**src/rtl/fp_pkg.sv**
```systemverilog
// Shared IEEE-754 single-precision field widths, constants and types for the
// FPU datapath blocks.
package fp_pkg;

   localparam int EXP_W    = 8;
   localparam int MAN_W    = 23;
   localparam int EXP_BIAS = 127;

   localparam logic [31:0] QNAN    = 32'h7FC0_0000;
   localparam logic [31:0] POS_INF = 32'h7F80_0000;

   // Bit positions inside flags = {invalid, div_by_zero, overflow, underflow}
   localparam int FLAG_INVALID   = 3;
   localparam int FLAG_DIV_ZERO  = 2;
   localparam int FLAG_OVERFLOW  = 1;
   localparam int FLAG_UNDERFLOW = 0;

   typedef enum logic [2:0] {
      IDLE,
      UNPACK,
      DIVIDE,
      NORM_RND,
      DONE
   } state_e;

   typedef struct packed {
      logic is_zero;
      logic is_inf;
      logic is_nan;
   } fp_class_t;

endpackage

```
**src/rtl/fp_classify.sv**
```systemverilog
// Combinational operand classifier: zero (including flushed denormals),
// infinity and NaN. Only the magnitude bits are needed.
module fp_classify
   import fp_pkg::*;
(
   input  logic [EXP_W+MAN_W-1:0] mag_i,
   output logic                   is_zero_o,
   output logic                   is_inf_o,
   output logic                   is_nan_o
);

   logic [EXP_W-1:0] exp_f;
   logic [MAN_W-1:0] man_f;

   assign exp_f = mag_i[MAN_W +: EXP_W];
   assign man_f = mag_i[MAN_W-1:0];

   // Exponent field 0 covers true zero and denormals, which are flushed.
   assign is_zero_o = (exp_f == '0);
   assign is_inf_o  = (exp_f == '1) && (man_f == '0);
   assign is_nan_o  = (exp_f == '1) && (man_f != '0);

endmodule

```
**src/rtl/fp_div_seq.sv**
```systemverilog
// Iterative single-precision divider, one restoring quotient bit per cycle.
// Define ROUND_NEAREST_EN for round-to-nearest-even; otherwise truncation.
module fp_div_seq
   import fp_pkg::*;
#(
   parameter int QBITS = 26
) (
   input  logic        clk,
   input  logic        rst,
   input  logic        start,
   input  logic [31:0] a,
   input  logic [31:0] b,
   output logic        busy,
   output logic        done,
   output logic [31:0] result,
   output logic [3:0]  flags
);

   localparam int CNT_W = $clog2(QBITS);
   localparam int REM_W = MAN_W + 2;

   state_e                  state_q, state_d;
   logic [31:0]             a_q, b_q;
   logic [REM_W-1:0]        rem_q;
   logic [QBITS-1:0]        q_q;
   logic [CNT_W-1:0]        cnt_q;
   logic signed [9:0]       e_q;
   logic [31:0]             result_q;
   logic [3:0]              flags_q;

   fp_class_t               cls_a, cls_b;
   logic                    sign, special;
   logic [REM_W-1:0]        divisor, rem_sub;
   logic                    q_bit;
   logic [MAN_W-1:0]        man, man_rnd;
   logic                    grd, rnd, sticky, inc, carry;
   logic signed [9:0]       e_norm, e_rnd;
   logic [31:0]             result_d;
   logic [3:0]              flags_d;

   fp_classify u_cls_a (
      .mag_i     (a_q[30:0]),
      .is_zero_o (cls_a.is_zero),
      .is_inf_o  (cls_a.is_inf),
      .is_nan_o  (cls_a.is_nan)
   );

   fp_classify u_cls_b (
      .mag_i     (b_q[30:0]),
      .is_zero_o (cls_b.is_zero),
      .is_inf_o  (cls_b.is_inf),
      .is_nan_o  (cls_b.is_nan)
   );

   assign sign    = a_q[31] ^ b_q[31];
   assign special = (|cls_a) | (|cls_b);

   // NOTE: every output of a combinational block gets a default first, so no path can infer a latch.
   always_comb begin
      state_d = state_q;
      busy    = 1'b0;
      done    = 1'b0;
      unique case (state_q)
         IDLE:     state_d = start ? UNPACK : IDLE;
         UNPACK: begin
            busy    = 1'b1;
            state_d = special ? NORM_RND : DIVIDE;
         end
         DIVIDE: begin
            busy = 1'b1;
            if (cnt_q == CNT_W'(QBITS - 1)) state_d = NORM_RND;
         end
         NORM_RND: begin
            busy    = 1'b1;
            state_d = DONE;
         end
         DONE: begin
            done    = 1'b1;
            state_d = start ? UNPACK : IDLE;
         end
         default:  state_d = IDLE;
      endcase
   end

   always_ff @(posedge clk) begin
      if (rst) state_q <= IDLE;
      else     state_q <= state_d;
   end

   assign divisor = {2'b01, b_q[MAN_W-1:0]};
   assign q_bit   = (rem_q >= divisor);
   assign rem_sub = q_bit ? (rem_q - divisor) : rem_q;

   // A quotient below 1 is normalised by one left shift; its round bit is then 0.
   always_comb begin
      e_norm = e_q;
      man    = q_q[QBITS-2 -: MAN_W];
      grd    = q_q[QBITS-2-MAN_W];
      rnd    = q_q[QBITS-3-MAN_W];
      if (!q_q[QBITS-1]) begin
         e_norm = e_q - 10'sd1;
         man    = q_q[QBITS-3 -: MAN_W];
         grd    = q_q[QBITS-3-MAN_W];
         rnd    = 1'b0;
      end
      sticky = |rem_q;
`ifdef ROUND_NEAREST_EN
      inc = grd & (rnd | sticky | man[0]);
`else
      inc = 1'b0;
`endif
      {carry, man_rnd} = {1'b0, man} + {{MAN_W{1'b0}}, inc};
      e_rnd = carry ? (e_norm + 10'sd1) : e_norm;
   end

`ifndef ROUND_NEAREST_EN
   logic unused_round_bits;
   assign unused_round_bits = grd ^ rnd ^ sticky;
`endif

   always_comb begin
      result_d = {sign, e_rnd[EXP_W-1:0], man_rnd};
      flags_d  = '0;
      if (cls_a.is_nan || cls_b.is_nan ||
          (cls_a.is_zero && cls_b.is_zero) || (cls_a.is_inf && cls_b.is_inf)) begin
         result_d               = QNAN;
         flags_d[FLAG_INVALID]  = 1'b1;
      end else if (cls_b.is_zero && !cls_a.is_inf) begin
         result_d               = {sign, POS_INF[30:0]};
         flags_d[FLAG_DIV_ZERO] = 1'b1;
      end else if (cls_a.is_inf) begin
         result_d = {sign, POS_INF[30:0]};
      end else if (cls_b.is_inf || cls_a.is_zero) begin
         result_d = {sign, 31'h0};
      end else if (e_rnd >= 10'sd255) begin
         flags_d[FLAG_OVERFLOW] = 1'b1;
`ifdef ROUND_NEAREST_EN
         result_d = {sign, POS_INF[30:0]};
`else
         result_d = {sign, 31'h7F7F_FFFF};
`endif
      end else if (e_rnd <= 10'sd0) begin
         flags_d[FLAG_UNDERFLOW] = 1'b1;
         result_d                = {sign, 31'h0};
      end
   end

   // NOTE: sequential state is written only with non-blocking assignments.
   always_ff @(posedge clk) begin
      if (rst) begin
         a_q      <= '0;
         b_q      <= '0;
         rem_q    <= '0;
         q_q      <= '0;
         cnt_q    <= '0;
         e_q      <= '0;
         result_q <= '0;
         flags_q  <= '0;
      end else begin
         unique case (state_q)
            IDLE, DONE: begin
               if (start) begin
                  a_q <= a;
                  b_q <= b;
               end
            end
            UNPACK: begin
               rem_q <= {2'b01, a_q[MAN_W-1:0]};
               q_q   <= '0;
               cnt_q <= '0;
               e_q   <= signed'({2'b00, a_q[30:23]}) - signed'({2'b00, b_q[30:23]})
                        + 10'(EXP_BIAS);
            end
            DIVIDE: begin
               rem_q <= {rem_sub[REM_W-2:0], 1'b0};
               q_q   <= {q_q[QBITS-2:0], q_bit};
               cnt_q <= cnt_q + CNT_W'(1);
            end
            NORM_RND: begin
               result_q <= result_d;
               flags_q  <= flags_d;
            end
            default: ;
         endcase
      end
   end

   assign result = result_q;
   assign flags  = flags_q;

endmodule

```
**config.mk**
```make
export PLATFORM = sky130hd
export DESIGN_NAME = fp_div_seq
export DESIGN_NICKNAME = d
export VERILOG_FILES = /design/src/rtl/fp_pkg.sv /design/src/rtl/fp_classify.sv /design/src/rtl/fp_div_seq.sv
export SDC_FILE = /design/constraint.sdc
export NUM_CORES = 1
export LEC_CHECK = 0
export ABC_AREA = 1
export CORE_ASPECT_RATIO = 0.5
export CORE_MARGIN = 2
export CORE_UTILIZATION = 45
export DETAILED_ROUTE_END_ITERATION = 6
export PLACE_DENSITY = 0.66
export SLEW_MARGIN = 20
export SYNTH_ARGS = -nofsm -noshare
export SYNTH_HDL_FRONTEND = slang
export SYNTH_SLANG_ARGS = --single-unit
```
**constraint.sdc**
```tcl
create_clock -name clk -period 4 [get_ports clk]
set_input_delay 0.8 -clock clk [delete_from_list [all_inputs] [get_ports clk]]
set_output_delay 0.8 -clock clk [all_outputs]
set_load 0.05 [all_outputs]
```
==> impl_metrics.tcl <==
set metrics [dict create \
    fin_area_um2 11400 \
    drt_wl_total_um 26100 \
    min-delay-path-class "reg -> reg" \
    final_nets 1653 \
    hold_viol 0 \
    max-clock-path-buffers 2 \
    postSynthCellCount 1482 \
    place_inst 1803 \
    start_util_pct 46.2 \
    synth_simple_gate_area_share_pct 30.1 \
    async_flop_share_pct 0 \
    worst_slew_pin_slew_ns 0.960 \
    core_um2 20700 \
    synth.area.mux_share_pct 0.104 \
    layout-drive-gt1-share_pct 4.23 \
    drcViolationCount 0 \
    synth_top_family_by_area "simple AND/OR/NAND/NOR gates" \
    fin_crit_sh_pct 75.5 \
    fmax_ghz 0.331 \
    slew_headroom_pct 35.9 \
    path_clk_slew_ns 0.07 \
    place_ws_ns 0.993 \
    netlist_area_um2 9590 \
    avgRoutedWirePerCell_um 14.2 \
    ir_worst_vdd_uv 517 \
    die_area_um2 22600 \
    dpl_cell_area_um2 10800 \
    port_buffers 104 \
    ant_nets 0 \
    grtUsageTotal_pct 23.7 \
    dominantRegCellSynth "dfxtp_1" \
    num_vias 9521 \
    holdWs_ns 0.466 \
    cts_setup_buffers 0 \
    cp-start-kind "register" \
    fp.dieW_um 210 \
    endpoint_kind "register" \
    holdBufCountCts 0 \
    rsz0062_at_grt "false" \
    rows 37 \
    dpl.hpwl_um 19600 \
    antenna_found_initial 0 \
    synth-compound-area-share_pct 18.2 \
    ys_seq_area_share_pct 35.3 \
    fin_cells 1835 \
    synth-seq-cells 169 \
    powerDensity_nw_per_um2 660 \
    synth_area_per_cell_um2 6.47 \
    diodes 0 \
    fin_tns_setup_ns 0 \
    root_buffer "clkbuf_16" \
    final_core_util_pct 54.9 \
    drv_slew 0 \
    critical_path.max_stage_delay_ns 0.95 \
    synth_edf_count 0 \
    drtIter0Drc 719 \
    globalRouteOverflowTotal 0 \
    htree_levels 4 \
    die_h_um 107 \
    cap_violations 0 \
    cp_max_fo 31 \
    leakage_nw 4.88 \
    area_growth_pct 18.9 \
    grt_pass1_wl_um 42900 \
    synth_cell_types 44 \
    dr.pass1.iters 5 \
    finalSetupViolations 0 \
    path_cells "inv_2 -> nand2_1 -> nand2_1 -> nand2_1 -> inv_1 -> nand3_1 -> nor2_1 -> nand3_1 -> nor2_1 -> nor2_2 -> nand3_1 -> a21oi_1" \
    worstPathArrival_ns 3.39 \
    clkLatencyLatePin_ns 0.44 \
    grt_pass1_vias 8717 \
    status "complete, no violations" \
    synth_xor_xnor_area_share_pct 1.74 \
    grt_max_degree 64 \
    fin_ws_ns 0.980 \
    fin_worst_skew_ns 0.0113 \
    synth_warnings 0 \
    cts_buffers 17 \
    synth_adder_area_share_pct 4.99 \
    synth_nets 1586 \
    gp_congestion 0.914 \
    critPathKind "reg -> reg" \
    cts-resized-gates 0 \
    layout_min_cycle_time_ns 3.02 \
    clock-sinks 169 \
    via_per_inst 5.19 \
    slowest_stage "dfxtp_1" \
    required_ns 4.36 \
    cts_tree "built" \
    io_pins 105 \
    finalPower_mw 7.52 \
]
-- state kept, by name (all words and copies together) (netlist names), 4 cells and up --
signal / count
cnt_q: 5
e_q: 10
flags: 4
a_q: 32
b_q: 32
result: 32
rem_q: 25
q_q: 26
-- worst max-delay path, delay by kind of cell, from the launching register on --
kind,cells,cell delay (ns)
simple gates,9,1.34
flops,1,0.95
buf+inv,2,0.46
compound gates,1,0.19
-- where the power goes --
part	internal (mW)	switching, mW
clock network	0.951	0.734
logic	1.26	2.44
registers	1.93	0.205
-- path summary, 6_finish.rpt --
path | to | slack, ns | from | cells past startpoint
setup / recovery | result[8] | 0.98 | q_q[25] | 12
hold / removal | flags[2] | 0.47 | flags[2] | 2
setup reg to reg | result[8] | 0.98 | q_q[25] | 12
hold reg to reg | flags[2] | 0.47 | flags[2] | 2
-- layer usage --
layer,global-route usage [%],vias to the layer above,wire length [µm]
met1,32.7,4361,13200
met2,38.1,154,11600
met5,0,-,0
li1,-,4981,-
met4,5.84,0,320
met3,4.92,25,984
-- logic make-up (layout without fill, tap and decap cells) --
group / Yosys count / after routing
AOI/OAI and AO/OA: 336 / 336
xor gates and xnor gates: 19 / 19
adders and majority gates: 37 / 37
buffers and inverters: 237 / 317
DFF: 169 / 169
muxes: 1 / 1
and+or+nand+nor: 683 / 683
-- cell usage after synthesis, drive strengths merged (3+ instances only) --
cell type	instances	area, µm²
dfxtp	169	3380
nor3	10	60.1
o21ai	141	706
xnor2	13	114
xor2	6	52.6
o211ai	3	22.5
inv	168	631
clkbuf	59	221
nand2	342	1290
nand4	44	275
ha	35	438
a21oi	173	866
a21o	4	30.0
o21bai	3	22.5
nand3b	8	60.1
nor2	185	709
buf	10	63.8
nand3	87	445
-- cells in the final DEF (no fill, tap or decap), types with 35 or more instances in the layout --
| master | instances |
|---|---|
| inv_1 | 162 |
| dfxtp_1 | 169 |
| nand2_1 | 339 |
| o21ai_0 | 139 |
| clkdlybuf4s50_1 | 103 |
| ha_1 | 35 |
| nand3_1 | 85 |
| nor2_1 | 181 |
| a21oi_1 | 173 |
| nand4_1 | 44 |
-- cell type report --
cell class / instances / area [µm²]
inverters: 168 / 631
flip-flops and latches: 169 / 3380
clock buffers: 18 / 439
fillers: 2042 / 9340
well taps: 273 / 342
clock inverters: 14 / 165
repair buffers: 117 / 1130
multi-input cells: 1076 / 5300
No activity file was read; power rests on OpenSTA's default activity.
==> patch, RTL diff (same flow settings) <==
Add a define of `ROUND_NEAREST_EN`.
--- a/src/rtl/fp_div_seq.sv
+++ b/src/rtl/fp_div_seq.sv
@@ -1,5 +1,7 @@
 // Iterative single-precision divider, one restoring quotient bit per cycle.
 // Define ROUND_NEAREST_EN for round-to-nearest-even; otherwise truncation.
+`define ROUND_NEAREST_EN
+
 module fp_div_seq
    import fp_pkg::*;
 #(
Behaviour: no difference found for any inputs over 10 cycles, from zero or initial values and one cycle with rst high; that may be too few to reach the edited logic, so the function may still have changed.
==> patch against the unedited design <==
- via count grew 7.2%
- non-clock buffer count rose by 2
- total power is 2.9% higher
- critical path depth is 4 higher
- final area rose by 7.4%
- global-route usage fell by 1.0 points
- worst setup slack got worse by 0.24 ns
- area after synthesis is 9.2% higher
- wire length increased by 3.8%
- utilization fell by 1.4 points
- highest routed layer unchanged
- sequential cell count did not move
- clock power hardly changed
==> patch: results (changes against the unedited design) <==
place_area_sq_um: 11600  # +7.9%
crit_arrival_ns: 3.64  # +0.25 ns
min_to: "result[3]"
grt_max_degree: 106  # +66%
wl_per_cell_um: 13.9  # -2.0%
crit_fanout: 47  # +52%
timing.rr.start: "q_q[25]"
drive_above_1_share_pct: 8.74  # +4.5 points
grt.met2_usage_pct: 34.4  # -3.7 points
leakagePower_nw: 4.87  # -0.39%
synth_area_leaders: "dfxtp_1 (32%), nand2_1 (12%), a21oi_1 (8.7%), o21ai_0 (8.3%), inv_1 (5.6%)"
ir_drop_v: 0.000333  # -36%
syn_nets: 1661  # +4.7%
grt_first_pass_wirelength_mm: 45.3  # +5.6%
syn_area_per_cell_sq_um: 6.73  # +4.1%
r2r_cells: 16  # +4
hold_path_startpoint: "result[3]"
outcome: "completed"
timing.hold.ws_ns: 0.464  # -0.00284 ns
via_per_inst: 5.25  # +1.3%
dp_hpwl_mm: 20.3  # +3.7%
seqPwrFrac_pct: 27.6  # -0.8 points
drtIter0Drc: 572  # -20%
fin_skew_ns: 0.0126  # +0.00139 ns
synth_ff_type: "dfxtp_1"
dp_cells: 1911  # +6.0%
maxSlewHeadroom_pct: 39.1  # +3.2 points
routabilityCongestion: 0.939  # +2.7%
ys_seq_area_share_pct: 32.3  # -3.0 points
p_sw_share_pct: 45.9  # +0.90 points
fill_cells: 2299  # +13%
rrSetupSlack_ns: 0.74  # -0.24 ns
finalNonFillerCells: 1943  # +5.9%
endpoint: "result[20]"
place_ws_ns: 0.867  # -0.126 ns
grt_pass1_vias: 9358  # +7.4%
pwr-share-comb_pct: 50.7  # +1.5 points
grtUsageMet1_pct: 33.1  # +0.40 points
ys_top_cells_by_count: "nand2_1 (322), a21oi_1 (182), o21ai_0 (174), dfxtp_1 (169), inv_1 (156)"
fmax_ghz: 0.306  # -7.5%
-- patch: cell count changes in the layout (fill, tap and decap cells not counted), sizes merged, moves of 4 or more --
| cell | unedited run | this run |
|---|---|---|
| nand2 | 342 | 351 |
| nand3 | 87 | 74 |
| nor3 | 10 | 22 |
| xor2 | 6 | 28 |
| nand3b | 8 | 1 |
| nor4 | 2 | 16 |
| nand4 | 44 | 29 |
| nor2 | 185 | 157 |
| inv | 172 | 168 |
| a31oi | 2 | 7 |
| clkinv | 6 | 10 |
| a21oi | 173 | 194 |
| o21ai | 141 | 184 |
-- patch: kinds of logic after synthesis --
| group | Yosys count | synth area share, % |
|---|---|---|
| simple gates | 657 | 28.7 |
| compound gates | 407 | 20.8 |
| buf+inv | 239 | 9.73 |
| flops | 169 | 32.3 |
| xor+xnor | 44 | 3.68 |
| fa+ha+maj | 39 | 4.80 |
-- patch: worst max-delay path, cell delays in order, from the launching register on --
cell and delay (ns):
dfxtp_1 0.32, buf_4 0.27, nand2_1 0.12, nand2_1 0.08, nor2_2 0.18, ha_1 0.20, inv_1 0.06, nor2_1 0.15
nand2_1 0.11, nor2_1 0.18, nand2_1 0.15, nor3_1 0.45, nand4_1 0.29, a21oi_1 0.22, o21a_1 0.17, nand3_2 0.09
a21oi_1 0.14
-- patch: layout make-up --
| cell class | count | area share (%) |
|---|---|---|
| clock buffers | 18 | 3.51 |
| clock inverters | 14 | 1.35 |
| inverters | 169 | 5.24 |
| multi-input cells | 1147 | 49.6 |
| flip-flops and latches | 169 | 27.6 |
| well taps | 307 | 3.14 |
| repair buffers | 119 | 9.49 |
-- patch: routing by layer --
metal,vias to the layer above,routed length (um)
met3,20,1170
met4,0,268
li1,5282,-
met5,-,0
met1,4702,14000
met2,204,11600
